## src/rtl/hazard_pkg.sv

```systemverilog
// Shared types and constants for the pipeline hazard/stall controller.
package hazard_pkg;

  // Controller states: normal issue, or full-pipeline freeze for a multi-cycle unit.
  typedef enum logic [0:0] {
    StRun,
    StFreeze
  } state_e;

  // Register index that never carries a real dependency.
  localparam int unsigned REG_ZERO = 0;

  // Bits needed for a counter that must be able to hold timeout_cyc itself.
  function automatic int unsigned freeze_cnt_w(input int unsigned timeout_cyc);
    return $clog2(timeout_cyc + 1);
  endfunction

endpackage

```

## src/rtl/hazard_ctrl_if.sv

```systemverilog
// Hazard-controller bundle: decode/execute hazard inputs and pipeline control outputs.
interface hazard_ctrl_if #(
  parameter int unsigned REG_W       = 5,
  parameter int unsigned STALL_CNT_W = 32,
  parameter int unsigned FLUSH_CNT_W = 16
);
  logic [REG_W-1:0]       id_rs;
  logic [REG_W-1:0]       id_rt;
  logic                   id_uses_rt;
  logic                   ex_mem_read;
  logic [REG_W-1:0]       ex_rt;
  logic                   ex_branch_taken;
  logic                   mc_busy;
  logic                   PCWrite;
  logic                   IF_IDWrite;
  logic                   IF_IDFlush;
  logic                   ID_EXBubble;
  logic                   pipe_freeze;
  logic                   stall_err;
  logic [STALL_CNT_W-1:0] stall_cycles;
  logic [FLUSH_CNT_W-1:0] flush_count;

  // Pipeline side: supplies hazard conditions, consumes enables.
  modport master (
    output id_rs, id_rt, id_uses_rt, ex_mem_read, ex_rt, ex_branch_taken, mc_busy,
    input  PCWrite, IF_IDWrite, IF_IDFlush, ID_EXBubble, pipe_freeze, stall_err,
           stall_cycles, flush_count
  );

  // Controller side.
  modport slave (
    input  id_rs, id_rt, id_uses_rt, ex_mem_read, ex_rt, ex_branch_taken, mc_busy,
    output PCWrite, IF_IDWrite, IF_IDFlush, ID_EXBubble, pipe_freeze, stall_err,
           stall_cycles, flush_count
  );
endinterface

```

## src/rtl/sat_counter.sv

```systemverilog
// Event counter that sticks at all-ones instead of wrapping.
module sat_counter #(
  parameter int unsigned W = 8
) (
  input  logic         clk,
  input  logic         rst,
  input  logic         inc,
  output logic [W-1:0] count
);
  logic [W-1:0] count_q, count_d;

  // Increment unless already saturated.
  always_comb begin
    count_d = count_q;
    if (inc && (count_q != {W{1'b1}})) begin
      count_d = count_q + W'(1);
    end
  end

  // Count register with synchronous reset.
  always_ff @(posedge clk) begin
    if (rst) begin
      count_q <= '0;
    end else begin
      count_q <= count_d;
    end
  end

  assign count = count_q;
endmodule

```

## src/rtl/hazard_ctrl.sv

```systemverilog
// Pipeline hazard and stall controller: load-use stalls, branch flushes, multi-cycle freezes.
module hazard_ctrl
  import hazard_pkg::*;
#(
  parameter int unsigned REG_W       = 5,
  parameter int unsigned TIMEOUT_CYC = 256,
  parameter int unsigned STALL_CNT_W = 32,
  parameter int unsigned FLUSH_CNT_W = 16
) (
  input logic         clk,
  input logic         rst,
  hazard_ctrl_if.slave bus
);
  localparam int unsigned     FcntW   = freeze_cnt_w(TIMEOUT_CYC);
  localparam logic [FcntW-1:0] FcntMax = FcntW'(TIMEOUT_CYC);

  state_e                 state_q, state_d;
  logic                   branch_pend_q, branch_pend_d;
  logic [FcntW-1:0]       freeze_cnt_q, freeze_cnt_d;
  logic                   stall_err_q, stall_err_d;
  logic                   load_use;
  logic                   branch_eff;
  logic                   pc_write, if_id_write, if_id_flush, id_ex_bubble, freeze;
  logic [STALL_CNT_W-1:0] stall_cnt;
  logic [FLUSH_CNT_W-1:0] flush_cnt;

  assign load_use = bus.ex_mem_read && (bus.ex_rt != REG_W'(REG_ZERO)) &&
                    ((bus.ex_rt == bus.id_rs) || (bus.id_uses_rt && (bus.ex_rt == bus.id_rt)));

  // A branch that resolved while frozen is replayed on the release cycle.
  assign branch_eff = bus.ex_branch_taken | ((state_q == StFreeze) & branch_pend_q);

  // State register.
  always_ff @(posedge clk) begin
    if (rst) begin
      state_q <= StRun;
    end else begin
      state_q <= state_d;
    end
  end

  // Next state: freeze follows mc_busy, release lasts exactly one cycle of decision.
  always_comb begin
    state_d = state_q;
    unique case (state_q)
      StRun:    if (bus.mc_busy) state_d = StFreeze;
      StFreeze: if (!bus.mc_busy) state_d = StRun;
      default:  state_d = StRun;
    endcase
  end

  // Hazard outputs: freeze > flush > load-use stall > normal; all low in reset.
  always_comb begin
    pc_write     = 1'b0;
    if_id_write  = 1'b0;
    if_id_flush  = 1'b0;
    id_ex_bubble = 1'b0;
    freeze       = 1'b0;
    if (rst) begin
      freeze = 1'b0;
    end else if (bus.mc_busy) begin
      freeze = 1'b1;
    end else if (branch_eff) begin
      pc_write     = 1'b1;
      if_id_write  = 1'b1;
      if_id_flush  = 1'b1;
      id_ex_bubble = 1'b1;
    end else if (load_use) begin
      id_ex_bubble = 1'b1;
    end else begin
      pc_write    = 1'b1;
      if_id_write = 1'b1;
    end
  end

  // Pending branch and freeze-duration tracking.
  always_comb begin
    branch_pend_d = 1'b0;
    freeze_cnt_d  = freeze_cnt_q;
    if (bus.mc_busy) begin
      if (state_q == StRun) begin
        branch_pend_d = bus.ex_branch_taken;
        freeze_cnt_d  = '0;
      end else begin
        branch_pend_d = branch_pend_q | bus.ex_branch_taken;
        if (freeze_cnt_q != FcntMax) freeze_cnt_d = freeze_cnt_q + FcntW'(1);
      end
    end
    stall_err_d = stall_err_q | (freeze_cnt_d == FcntMax);
  end

  // Pending branch, freeze counter and sticky timeout flag.
  always_ff @(posedge clk) begin
    if (rst) begin
      branch_pend_q <= 1'b0;
      freeze_cnt_q  <= '0;
      stall_err_q   <= 1'b0;
    end else begin
      branch_pend_q <= branch_pend_d;
      freeze_cnt_q  <= freeze_cnt_d;
      stall_err_q   <= stall_err_d;
    end
  end

  sat_counter #(.W(STALL_CNT_W)) u_stall_cnt (
    .clk   (clk),
    .rst   (rst),
    .inc   (~pc_write),
    .count (stall_cnt)
  );

  sat_counter #(.W(FLUSH_CNT_W)) u_flush_cnt (
    .clk   (clk),
    .rst   (rst),
    .inc   (if_id_flush),
    .count (flush_cnt)
  );

  assign bus.PCWrite      = pc_write;
  assign bus.IF_IDWrite   = if_id_write;
  assign bus.IF_IDFlush   = if_id_flush;
  assign bus.ID_EXBubble  = id_ex_bubble;
  assign bus.pipe_freeze  = freeze;
  assign bus.stall_err    = stall_err_q & ~rst;
  assign bus.stall_cycles = rst ? '0 : stall_cnt;
  assign bus.flush_count  = rst ? '0 : flush_cnt;
endmodule

```

## src/flat_wrapper.sv

```systemverilog
// flat-port wrapper written by rule: the top's interface ports become plain ports
module hazard_ctrl_flat import hazard_pkg::*;
#(
  parameter int unsigned REG_W       = 5,
  parameter int unsigned TIMEOUT_CYC = 256,
  parameter int unsigned STALL_CNT_W = 32,
  parameter int unsigned FLUSH_CNT_W = 16
)
  (clk, rst, bus_id_rs, bus_id_rt, bus_id_uses_rt, bus_ex_mem_read, bus_ex_rt, bus_ex_branch_taken, bus_mc_busy, bus_PCWrite, bus_IF_IDWrite, bus_IF_IDFlush, bus_ID_EXBubble, bus_pipe_freeze, bus_stall_err, bus_stall_cycles, bus_flush_count);
  hazard_ctrl_if #(.REG_W(REG_W), .STALL_CNT_W(STALL_CNT_W), .FLUSH_CNT_W(FLUSH_CNT_W)) bus_i ();
  input logic clk;
  input logic rst;
  input wire logic [$bits(bus_i.id_rs)-1:0] bus_id_rs;
  input wire logic [$bits(bus_i.id_rt)-1:0] bus_id_rt;
  input wire logic [$bits(bus_i.id_uses_rt)-1:0] bus_id_uses_rt;
  input wire logic [$bits(bus_i.ex_mem_read)-1:0] bus_ex_mem_read;
  input wire logic [$bits(bus_i.ex_rt)-1:0] bus_ex_rt;
  input wire logic [$bits(bus_i.ex_branch_taken)-1:0] bus_ex_branch_taken;
  input wire logic [$bits(bus_i.mc_busy)-1:0] bus_mc_busy;
  output wire logic [$bits(bus_i.PCWrite)-1:0] bus_PCWrite;
  output wire logic [$bits(bus_i.IF_IDWrite)-1:0] bus_IF_IDWrite;
  output wire logic [$bits(bus_i.IF_IDFlush)-1:0] bus_IF_IDFlush;
  output wire logic [$bits(bus_i.ID_EXBubble)-1:0] bus_ID_EXBubble;
  output wire logic [$bits(bus_i.pipe_freeze)-1:0] bus_pipe_freeze;
  output wire logic [$bits(bus_i.stall_err)-1:0] bus_stall_err;
  output wire logic [$bits(bus_i.stall_cycles)-1:0] bus_stall_cycles;
  output wire logic [$bits(bus_i.flush_count)-1:0] bus_flush_count;
  assign bus_i.id_rs = bus_id_rs;
  assign bus_i.id_rt = bus_id_rt;
  assign bus_i.id_uses_rt = bus_id_uses_rt;
  assign bus_i.ex_mem_read = bus_ex_mem_read;
  assign bus_i.ex_rt = bus_ex_rt;
  assign bus_i.ex_branch_taken = bus_ex_branch_taken;
  assign bus_i.mc_busy = bus_mc_busy;
  assign bus_PCWrite = bus_i.PCWrite;
  assign bus_IF_IDWrite = bus_i.IF_IDWrite;
  assign bus_IF_IDFlush = bus_i.IF_IDFlush;
  assign bus_ID_EXBubble = bus_i.ID_EXBubble;
  assign bus_pipe_freeze = bus_i.pipe_freeze;
  assign bus_stall_err = bus_i.stall_err;
  assign bus_stall_cycles = bus_i.stall_cycles;
  assign bus_flush_count = bus_i.flush_count;
  hazard_ctrl #(.REG_W(REG_W), .TIMEOUT_CYC(TIMEOUT_CYC), .STALL_CNT_W(STALL_CNT_W), .FLUSH_CNT_W(FLUSH_CNT_W)) u_core (.clk(clk), .rst(rst), .bus(bus_i));
endmodule
```

## config.mk

```make
export PLATFORM = sky130hd
export DESIGN_NAME = hazard_ctrl_flat
export DESIGN_NICKNAME = d
export VERILOG_FILES = /design/src/rtl/hazard_pkg.sv /design/src/rtl/hazard_ctrl_if.sv /design/src/rtl/sat_counter.sv /design/src/rtl/hazard_ctrl.sv /design/src/flat_wrapper.sv
export SDC_FILE = /design/constraint.sdc
export NUM_CORES = 1
export LEC_CHECK = 0
export ABC_AREA = 1
export BUFFER_PORTS_ARGS = -buffer_cell sky130_fd_sc_hd__buf_2
export CAP_MARGIN = 20
export CORE_ASPECT_RATIO = 1.25
export CORE_MARGIN = 5
export CORE_UTILIZATION = 45
export CTS_CLUSTER_DIAMETER = 40
export DETAILED_ROUTE_END_ITERATION = 7
export GPL_TIMING_DRIVEN = 0
export PLACE_DENSITY = 0.69
export REMOVE_ABC_BUFFERS = 1
export SYNTH_ARGS = -nofsm -noshare
export SYNTH_HDL_FRONTEND = slang
export SYNTH_HIERARCHICAL = 1
export SYNTH_SLANG_ARGS = --single-unit
```

## constraint.sdc

```tcl
create_clock -name clk -period 1.9 [get_ports clk]
set_input_delay 0.38 -clock clk [delete_from_list [all_inputs] [get_ports clk]]
set_output_delay 0.38 -clock clk [all_outputs]
set_load 0.05 [all_outputs]
```

-- Yosys cells after proc, flatten, opt, wreduce, memory -nomap -nowiden
Cells that the tools add are included.
- flip-flop bits (word level): 60
- logic and storage cells: 50
- $add $sub $neg: 3
- eq/ne operators: 6
- multiplexer cells: 19
- bitwise operators: 8
- reductions and logical operators: 8
- operator list (operator ; count):
    $add A32 B1 Y32 const B ; 1
    $mux W32 ; 1
    $ne A32 B32 Y1 const B ; 1
    $mux W9 ; 3
    $add A16 B1 Y16 const B ; 1
    $mux W16 ; 1
    $ne A16 B16 Y1 const B ; 1
    $mux W1 ; 14
    $eq A5 B5 Y1 ; 2
    $add A9 B1 Y9 const B ; 1
    $eq A9 B9 Y1 const B ; 1
    $ne A9 B9 Y1 const B ; 1
    $logic_and A1 B1 Y1 ; 5
    $reduce_bool A5 Y1 ; 1
    $not A1 Y1 ; 3
    $or A1 B1 Y1 ; 3
    $and A1 B1 Y1 ; 2
    $reduce_or A2 Y1 ; 1
    $logic_or A1 B1 Y1 ; 1

-- Depth between registers and ports, before layout
Gate-level depths: netlist (run 1).
- depth after elaboration: 10
- mapped depth: 19
- gate-level depth less buffers: 19

-- Hierarchy
The synthesis (run 1) kept the hierarchy.
- modules (own cells, without submodules) (module ; times used ; cells each ; area each (um^2)):
    sat_counter at u_core.u_stall_cnt ; 1 ; 324 ; 2062.0
    hazard_ctrl ; 1 ; 260 ; 1318.8
    sat_counter at u_core.u_flush_cnt ; 1 ; 149 ; 929.6

-- Worst setup path before layout (run 1)
Ideal clock, no wire load.
- path type: input-to-output
- from: in bus_ex_rt[0]
- to: out bus_ID_EXBubble
- arrival: 1.944 ns
- data required time: 1.520 ns
- slack: -0.424 ns
- cell stages on the path: 6
- buffers on the path: 0
- cell sequence: xor2_1 -> nor2_1 -> nand4_1 -> nand2_1 -> nand3_1 -> a21boi_0
- longest elaborated chain between the ends: 8
- ends and longest elaborated chain (what ; RTL line ; source):
    from (decl) ; flat_wrapper.sv:17 ; input wire logic [$bits(bus_i.ex_rt)-1:0] bus_ex_rt;
    $eq A5 B5 Y1 ; hazard_ctrl.sv:28 ; ((bus.ex_rt == bus.id_rs) || (bus.id_uses_rt && (bus.ex_rt == bus.id_rt)));
    $logic_and A1 B1 Y1 ; hazard_ctrl.sv:28 ;
    $logic_or A1 B1 Y1 ; hazard_ctrl.sv:28 ;
    $logic_and A1 B1 Y1 (*) ; hazard_ctrl.sv:27 ; assign load_use = bus.ex_mem_read && (bus.ex_rt != REG_W'(REG_ZERO)) &&
    $mux W1 (*) ; hazard_ctrl.sv:68 ; end else if (load_use) begin
    $mux W1 (*) ; hazard_ctrl.sv:63 ; end else if (branch_eff) begin
    $mux W1 (*) ; hazard_ctrl.sv:61 ; end else if (bus.mc_busy) begin
    $mux W1 (*) ; hazard_ctrl.sv:59 ; if (rst) begin
    to (decl) ; flat_wrapper.sv:23 ; output wire logic [$bits(bus_i.ID_EXBubble)-1:0] bus_ID_EXBubble;
Mark *: on every way between the ends. The rest lies on a longest branch, timed or not.

-- Final worst setup path (run 1)
- from: in bus_ex_rt[1]
- to: out bus_IF_IDWrite
- longest elaborated chain between the ends: 8
- ends and longest elaborated chain (what ; RTL line ; source):
    $eq A5 B5 Y1 ; hazard_ctrl.sv:28 ;
    $logic_and A1 B1 Y1 ; hazard_ctrl.sv:28 ;
    $logic_or A1 B1 Y1 ; hazard_ctrl.sv:28 ;
    $logic_and A1 B1 Y1 (*) ; hazard_ctrl.sv:27 ;
    $mux W1 (*) ; hazard_ctrl.sv:68 ;
    $mux W1 (*) ; hazard_ctrl.sv:63 ;
    $mux W1 (*) ; hazard_ctrl.sv:61 ;
    $mux W1 (*) ; hazard_ctrl.sv:59 ;
    to (decl) ; flat_wrapper.sv:21 ; output wire logic [$bits(bus_i.IF_IDWrite)-1:0] bus_IF_IDWrite;
Marked as above.

==> flow_summary.yaml, run 1 <==
detailed_routing:
  drt_iter0_drc: 169
  firstDrtPassIters: 5
  drt-total-wl_mm: 10.58
  vias: 4506
  drcViolationCount: 0
  vias_per_cell: 4.804
  ant_nets: 0
  wire_per_inst_microns: 11.28
timing:
  slew_viol_final: 0
  whs_ns: 0.3529
  relSlewSlack: 0.6738
  setup_viol_count_final: 0
  finClkSkew_ns: 0.006420
  hold_viol: 0
  rsz0062_at_grt: "true"
  min_period_ns: 1.865
  max_freq_mhz: 536.2
  finalCritPeriodShare: 0.9815
  tightest_slew_ns: 0.4886
worst_hold_path:
  holdCritPathClass: "input port to register"
floorplanning:
  die_w_microns: 97.54
  dieArea_sq_mm: 0.01165
  die_y_microns: 119.4
  core_sq_mm: 0.009509
  row_count: 40
  start_util: 0.4533
  ios: 75
pwr:
  power_leakage_nw: 2.443
  ir_worst_vdd_mv: 0.4340
  power.density_mw_per_mm2: 631.4
synthesis:
  synth-seq-cells: 60
  synthXorXnorAreaFrac: 0.01626
  synth_top_family_by_area: "simple AND/OR/NAND/NOR gates"
  yosysSeqAreaShare: 0.2787
  synth_mux_area_frac: 0
  netlist_area_sq_mm: 0.004310
  synthFlopType: "dfxtp_1"
  yosysUniqueCellTypes: 36
  async_reset_ff_frac: 0
  syn_inst: 733
  synth_edf_count: 0
  synthSimpleGateAreaFrac: 0.5106
  synth_compound_area_frac: 0.05080
  synth_area_per_cell_sq_um: 5.880
  synth_fa_ha_area_frac: 0.01161
  synth_warnings: 6
critical_path:
  path_max_fanout: 2
  crit_buf_inv: 3
  crit_chain: "buf_2 > xor2_1 > nor2_1 > nand4_1 > nand2_1 > nand3_2 > nand2_2 > nand2_4 > buf_4 > buf_6"
  cp_slowest_cell: "xor2_1"
  path_delay_family: "simple AND/OR/NAND/NOR gates"
  worst_ep_required_time_ns: 1.52
  crit_arrival_ns: 1.48
  slowest_delay_ns: 0.16
  worst_setup_path_end_kind: "primary output"
  worstSetupPathType: "input port to primary output"
  startpoint_type: "input port"
global_routing:
  globalRouteOverflowTotal: 0
  grt_pass1_vias: 4044
  antenna_found_initial: 0
  grt_first_pass_wirelength_mm: 17.71
  grt_usage: 0.1776
  grt_max_degree: 67
clock_tree:
  clkSinkCount: 60
  insertion_delay_ns: 0.33
  clock_path_buffers: 2
  cts_htree_levels: 3
  numCtsBuffers: 9
  cts-root-buf: "clkbuf_16"
  cts_tree: "yes"
  path_clk_slew_ns: 0.05
layout:
  fillers: 970
  final_cell_mix: "nand2_1, nor2_1, inv_1"
  drive_gt1_frac: 0.2167
  syn_to_final_growth_pct: 21.45
  final_common_cell: "nand2_1"
  diodes: 0
  fin_util: 0.5505
  final_net_count: 832
flow_run:
  maxCapViolations: 0
placement:
  detailed_place_hpwl_mm: 7.417
  place.gp.congestion: 0.8587
  io_buffers: 74
run_status:
  outcome: "complete, no violations"
## layer usage
| layer | vias to the layer above | wire (microns) | track usage |
|---|---|---|---|
| met5 | - | 0 | 0 |
| met4 | 0 | 227 | 0.07273 |
| li1 | 2400 | - | - |
| met1 | 1999 | 4899 | 0.2276 |
| met3 | 21 | 352 | 0.03046 |
| met2 | 86 | 5098 | 0.2946 |
## worst paths after layout
check / to / depth (start not counted) / slack, ns / start
setup / recovery: bus_IF_IDWrite / 10 / 0.04 / bus_ex_rt[1]
hold / removal: u_core/branch_pend_q$_SDFF_PN0_ / 3 / 0.35 / bus_ex_branch_taken
setup reg to reg: u_core/u_stall_cnt/count[25]$_SDFFE_PP0P_ / 14 / 0.10 / u_core/state_q$_DFF_P_
hold reg to reg: u_core/stall_err_q$_SDFF_PP0_ / 2 / 0.46 / u_core/stall_err_q$_SDFF_PP0_
## what timing repair did
item | 4_1_cts | 5_1_grt
hold buffers | 0 | 0
setup endpoints to repair | 97 | 28
pin swaps | 1 | 6
buffers inserted | 2 | 6
gates resized for setup | 14 | 30
cloned | 0 | 1
## worst register-to-register path, stage by stage (launching register included)
cell	delay, ns
dfxtp_2	0.38
a21oi_2	0.19
inv_1	0.06
nand2_1	0.14
nand2_4	0.08
clkinvlp_4	0.10
inv_2	0.10
nor2_4	0.12
nand2_2	0.08
inv_2	0.09
nand2_4	0.07
nor2_4	0.10
nand3_1	0.07
nand2_1	0.06
nor2_1	0.04
## Yosys cell counts (7+ instances only)
master / n / area [sq um]
nor2_1: 168 / 630.6
a21oi_1: 31 / 155.2
dfxtp_1: 60 / 1201
nor3_1: 7 / 35.03
nor2_4: 7 / 78.83
nand3_2: 9 / 90.09
nand2_1: 180 / 675.7
nor2_2: 18 / 112.6
nand3_1: 56 / 280.3
nand2_2: 9 / 56.30
nand4_1: 18 / 112.6
inv_1: 112 / 420.4
## state kept, by name, summed over array words and instances, names as in the netlist
| name | cells |
|---|---|
| u_core/u_stall_cnt/count | 32 |
| u_core/u_flush_cnt/count | 16 |
| u_core/freeze_cnt_q | 9 |
| u_core/branch_pend_q | 1 |
| u_core/stall_err_q | 1 |
| u_core/state_q | 1 |
## metrics by stage
| step | instance area [sq um] | cells | setup TNS, ns | setup WS [ns] | total power, mW |
|---|---|---|---|---|---|
| global route | 5235 | 938 | -0.05936 | -0.01970 | 3.419 |
| finish | 5235 | 938 | 0 | 0.03514 | 3.306 |
| detailed placement | 4708 | 913 | -47.08 | -1.465 | 1.550 |
| floorplan | 4180 | 713 | -21.40 | -0.9694 | 1.460 |
| global placement | 4708 | 913 | -42.75 | -1.406 | 1.544 |
| CTS | 5087 | 931 | 0 | 0.01259 | 3.319 |
## cell type report
class,count,area (sq um),share of cell area
multi-input cells,537,2655,0.5072
inverters,117,442.9,0.08461
well taps,126,157.7,0.03011
clock inverters,5,75.07,0.01434
repair buffers,82,459.2,0.08772
clock buffers,11,242.7,0.04637
flip-flops and latches,60,1202,0.2297
## kinds of logic (layout without fill, tap and decap cells)
group	after synthesis	count (layout)
AOI/OAI and AO/OA	41	41
buffers and inverters	137	215
and+or+nand+nor	483	484
adders and majority gates	4	4
xor gates and xnor gates	8	8
DFF	60	60
## power breakdown
group | internal [mW] | switching [mW] | leakage (nW)
combinational | 0.0926 | 0.177 | 1.80
sequential | 1.27 | 0.0173 | 0.485
clock | 1.18 | 0.571 | 0.159
total | 2.54 | 0.765 | 2.44
Note: power is estimated with default switching activity, not from simulation.
==> inputs of run 2 (changes only) <==
Settings changed: ABC_AREA 1 to default, PLACE_DENSITY 0.69 to 0.68.
Clock period 1.9 ns to 2 ns, I/O delays scaled along.
==> flow_summary.yaml, run 2 <==
critical_path:
  crit_cells: 15
  path_delay_family: "simple AND/OR/NAND/NOR gates"
  crit_arrival_ns: 3.01
  endpoint: "u_core/u_stall_cnt/count[23]$_SDFFE_PP0P_"
  reg2reg_slack_ns: -0.38
  startpoint_type: "input port"
  critPathLaunch: "bus_ex_rt[4]"
  rr_endpoint: "u_core/u_stall_cnt/count[23]$_SDFFE_PP0P_"
  rr_worst_depth: 12
  cp_slowest_cell: "or4_1"
  worst_setup_path_end_kind: "register"
  r2r-start: "u_core/state_q$_DFF_P_"
  crit_buf_inv: 5
  slowest_delay_ns: 0.43
  crit_chain: "buf_2 > xor2_1 > nor4_1 > and3_1 > o221ai_2 > a21oi_2 > buf_6 > nand4_1 > buf_4 > nor4_4 > buf_4 > buf_6 > nand3_2 > or4_1 > a21oi_2"
  worst_ep_required_time_ns: 2.27
  worstSetupPathType: "input port to register"
  path_max_fanout: 4
detailed_routing:
  drt_iter0_drc: 159
  drt-total-wl_mm: 10.13
  drcViolationCount: 0
  wire_per_inst_microns: 15.54
  vias_per_cell: 5.742
  vias: 3744
  firstDrtPassIters: 4
  ant_nets: 0
layout:
  final_net_count: 577
  final_cell_mix: "buf_2, nor2b_1, dfxtp_1"
  final_common_cell: "buf_2"
  drive_gt1_frac: 0.3555
  fin_util: 0.6279
  final_area_sq_mm: 0.004950
  finalNonFillerCells: 652
  syn_to_final_growth_pct: 34.79
  largest_reg_flops: 32
  diodes: 0
synthesis:
  yosysSeqAreaShare: 0.3271
  synth-seq-cells: 60
  syn_inst: 454
  synth_area_per_cell_sq_um: 8.089
  synth_warnings: 6
  synth_top_cells_by_area: "dfxtp_1, nor2b_1, a21oi_1, or4_1, xnor2_1"
  synthFlopType: "dfxtp_1"
  yosysUniqueCellTypes: 58
  synth_most_common_cell: "dfxtp_1"
  netlist_area_sq_mm: 0.003672
  async_reset_ff_frac: 0
  synth_edf_count: 0
  yosys.area.top_type: "dfxtp_1"
  yosysTopAreaCellShare: 0.3271
  synthTopCellsByCount: "dfxtp_1, nor2b_1, a21oi_1"
timing:
  finClkSkew_ns: 0.004944
  rsz0062_at_grt: "true"
  relSlewSlack: 0.1320
  whs_ns: 0.3304
  hold_viol: 0
  tightest_slew_ns: 1.299
  max_freq_mhz: 365.8
  setup_viol_count_final: 34
  finalCritPeriodShare: 1.367
  slew_viol_final: 0
  min_period_ns: 2.734
  setup_ws_ns: -0.7336
global_routing:
  antenna_found_initial: 0
  globalRouteOverflowTotal: 0
  grt_max_degree: 63
  grt_usage: 0.1768
  grt_pass1_vias: 3429
  grt_first_pass_wirelength_mm: 15.26
clock_tree:
  cts_hold_buf: 0
  cts_tree: "yes"
  insertion_delay_ns: 0.34
  clock_path_buffers: 2
  cts_htree_levels: 3
  path_clk_slew_ns: 0.07
  clkSinkCount: 60
  numCtsBuffers: 9
  cts-root-buf: "clkbuf_8"
pwr:
  power_leakage_nw: 1.866
  ir_worst_vdd_mv: 0.3416
  power.density_mw_per_mm2: 509.3
floorplanning:
  start_util: 0.4659
  die_y_microns: 111
  core_sq_mm: 0.007883
  row_count: 36
  ios: 75
  die_w_microns: 90.80
  dieArea_sq_mm: 0.01008
placement:
  place_ws_ns: -1.982
  place.gp.congestion: 0.8161
  placed_cells: 600
  detailed_place_hpwl_mm: 6.236
  io_buffers: 74
  dpl_cell_area_sq_mm: 0.004091
flow_run:
  maxCapViolations: 0
worst_hold_path:
  holdCritPathClass: "input port to register"
run_status:
  violations: "negative setup slack"
  outcome: "complete, but fails checks"
-- run 2: worst reg2reg max path, cell delays in order (launching register included) --
cell	delay (ns)
dfxtp_2	0.35
a21oi_2	0.26
nor3_4	0.08
a21oi_2	0.13
buf_6	0.13
nand4_1	0.11
buf_4	0.18
nor4_4	0.16
buf_4	0.19
buf_6	0.10
nand3_2	0.06
or4_1	0.43
a21oi_2	0.14
-- run 2: metal layers --
layer	up-vias	global-route usage	share of wire	wire, microns
met5	-	0	0	0
met4	0	0.08121	0.020	204
met3	16	0.03734	0.036	367
met2	87	0.2894	0.50	5105
met1	1776	0.2208	0.44	4456
li1	1865	-	-	-
-- run 2: where the power goes --
group	switching, mW	internal [mW]
Combinational	0.147	0.0996
Clock	0.483	0.569
Sequential	0.0171	1.20
-- run 2: worst min path at each step --
| stage | start | end | slack, ns | depth (start not counted) |
|---|---|---|---|---|
| finish | bus_ex_branch_taken | u_core/branch_pend_q$_SDFF_PN0_ | 0.33 | 3 |
| global placement | u_core/u_stall_cnt/count[23]$_SDFFE_PP0P_ | u_core/u_stall_cnt/count[23]$_SDFFE_PP0P_ | 0.47 | 2 |
| CTS | bus_ex_branch_taken | u_core/branch_pend_q$_SDFF_PN0_ | 0.35 | 3 |
| floorplan | u_core/u_stall_cnt/count[15]$_SDFFE_PP0P_ | u_core/u_stall_cnt/count[15]$_SDFFE_PP0P_ | 0.45 | 2 |
| detailed placement | u_core/u_stall_cnt/count[23]$_SDFFE_PP0P_ | u_core/u_stall_cnt/count[23]$_SDFFE_PP0P_ | 0.49 | 2 |
| global route | bus_ex_branch_taken | u_core/branch_pend_q$_SDFF_PN0_ | 0.35 | 3 |
-- run 2: what timing repair did --
| action | 4_1_cts | 5_1_grt |
|---|---|---|
| buffers inserted | 20 | 19 |
| endpoints found under the setup margin | 51 | 42 |
| resized for setup | 37 | 63 |
| pin swaps | 23 | 35 |
-- run 2: logic make-up (layout without fill, tap and decap cells) --
| logic type | count (synthesis) | after routing | synth area share |
|---|---|---|---|
| AND/OR/NAND/NOR | 238 | 238 | 0.3881 |
| AO/OA/AOI/OAI | 86 | 86 | 0.1533 |
| flip-flops | 60 | 60 | 0.3271 |
| buffers and inverters | 35 | 138 | 0.04122 |
| XOR/XNOR | 26 | 26 | 0.06201 |
| multiplexers | 5 | 5 | 0.01465 |
| adder cells (fa/ha/maj) | 4 | 4 | 0.01363 |
-- run 2: cell type report --
class | instances | area (sq um)
clock buffer | 11 | 131.4
clock inverter | 5 | 52.55
fill | 658 | 2933
inverter | 9 | 33.78
multi-input combinational | 359 | 2611
sequential | 60 | 1227
tap | 95 | 118.9
timing repair buffer | 113 | 774.5
-- run 2: per-stage QoR --
stage               TNS (ns)  total power, mW
global route          -13.80            2.624
detailed placement    -53.92            1.452
CTS                   -8.007            2.521
finish                -13.96            2.521
global placement     -120.11            1.443
floorplan             -54.71            1.360
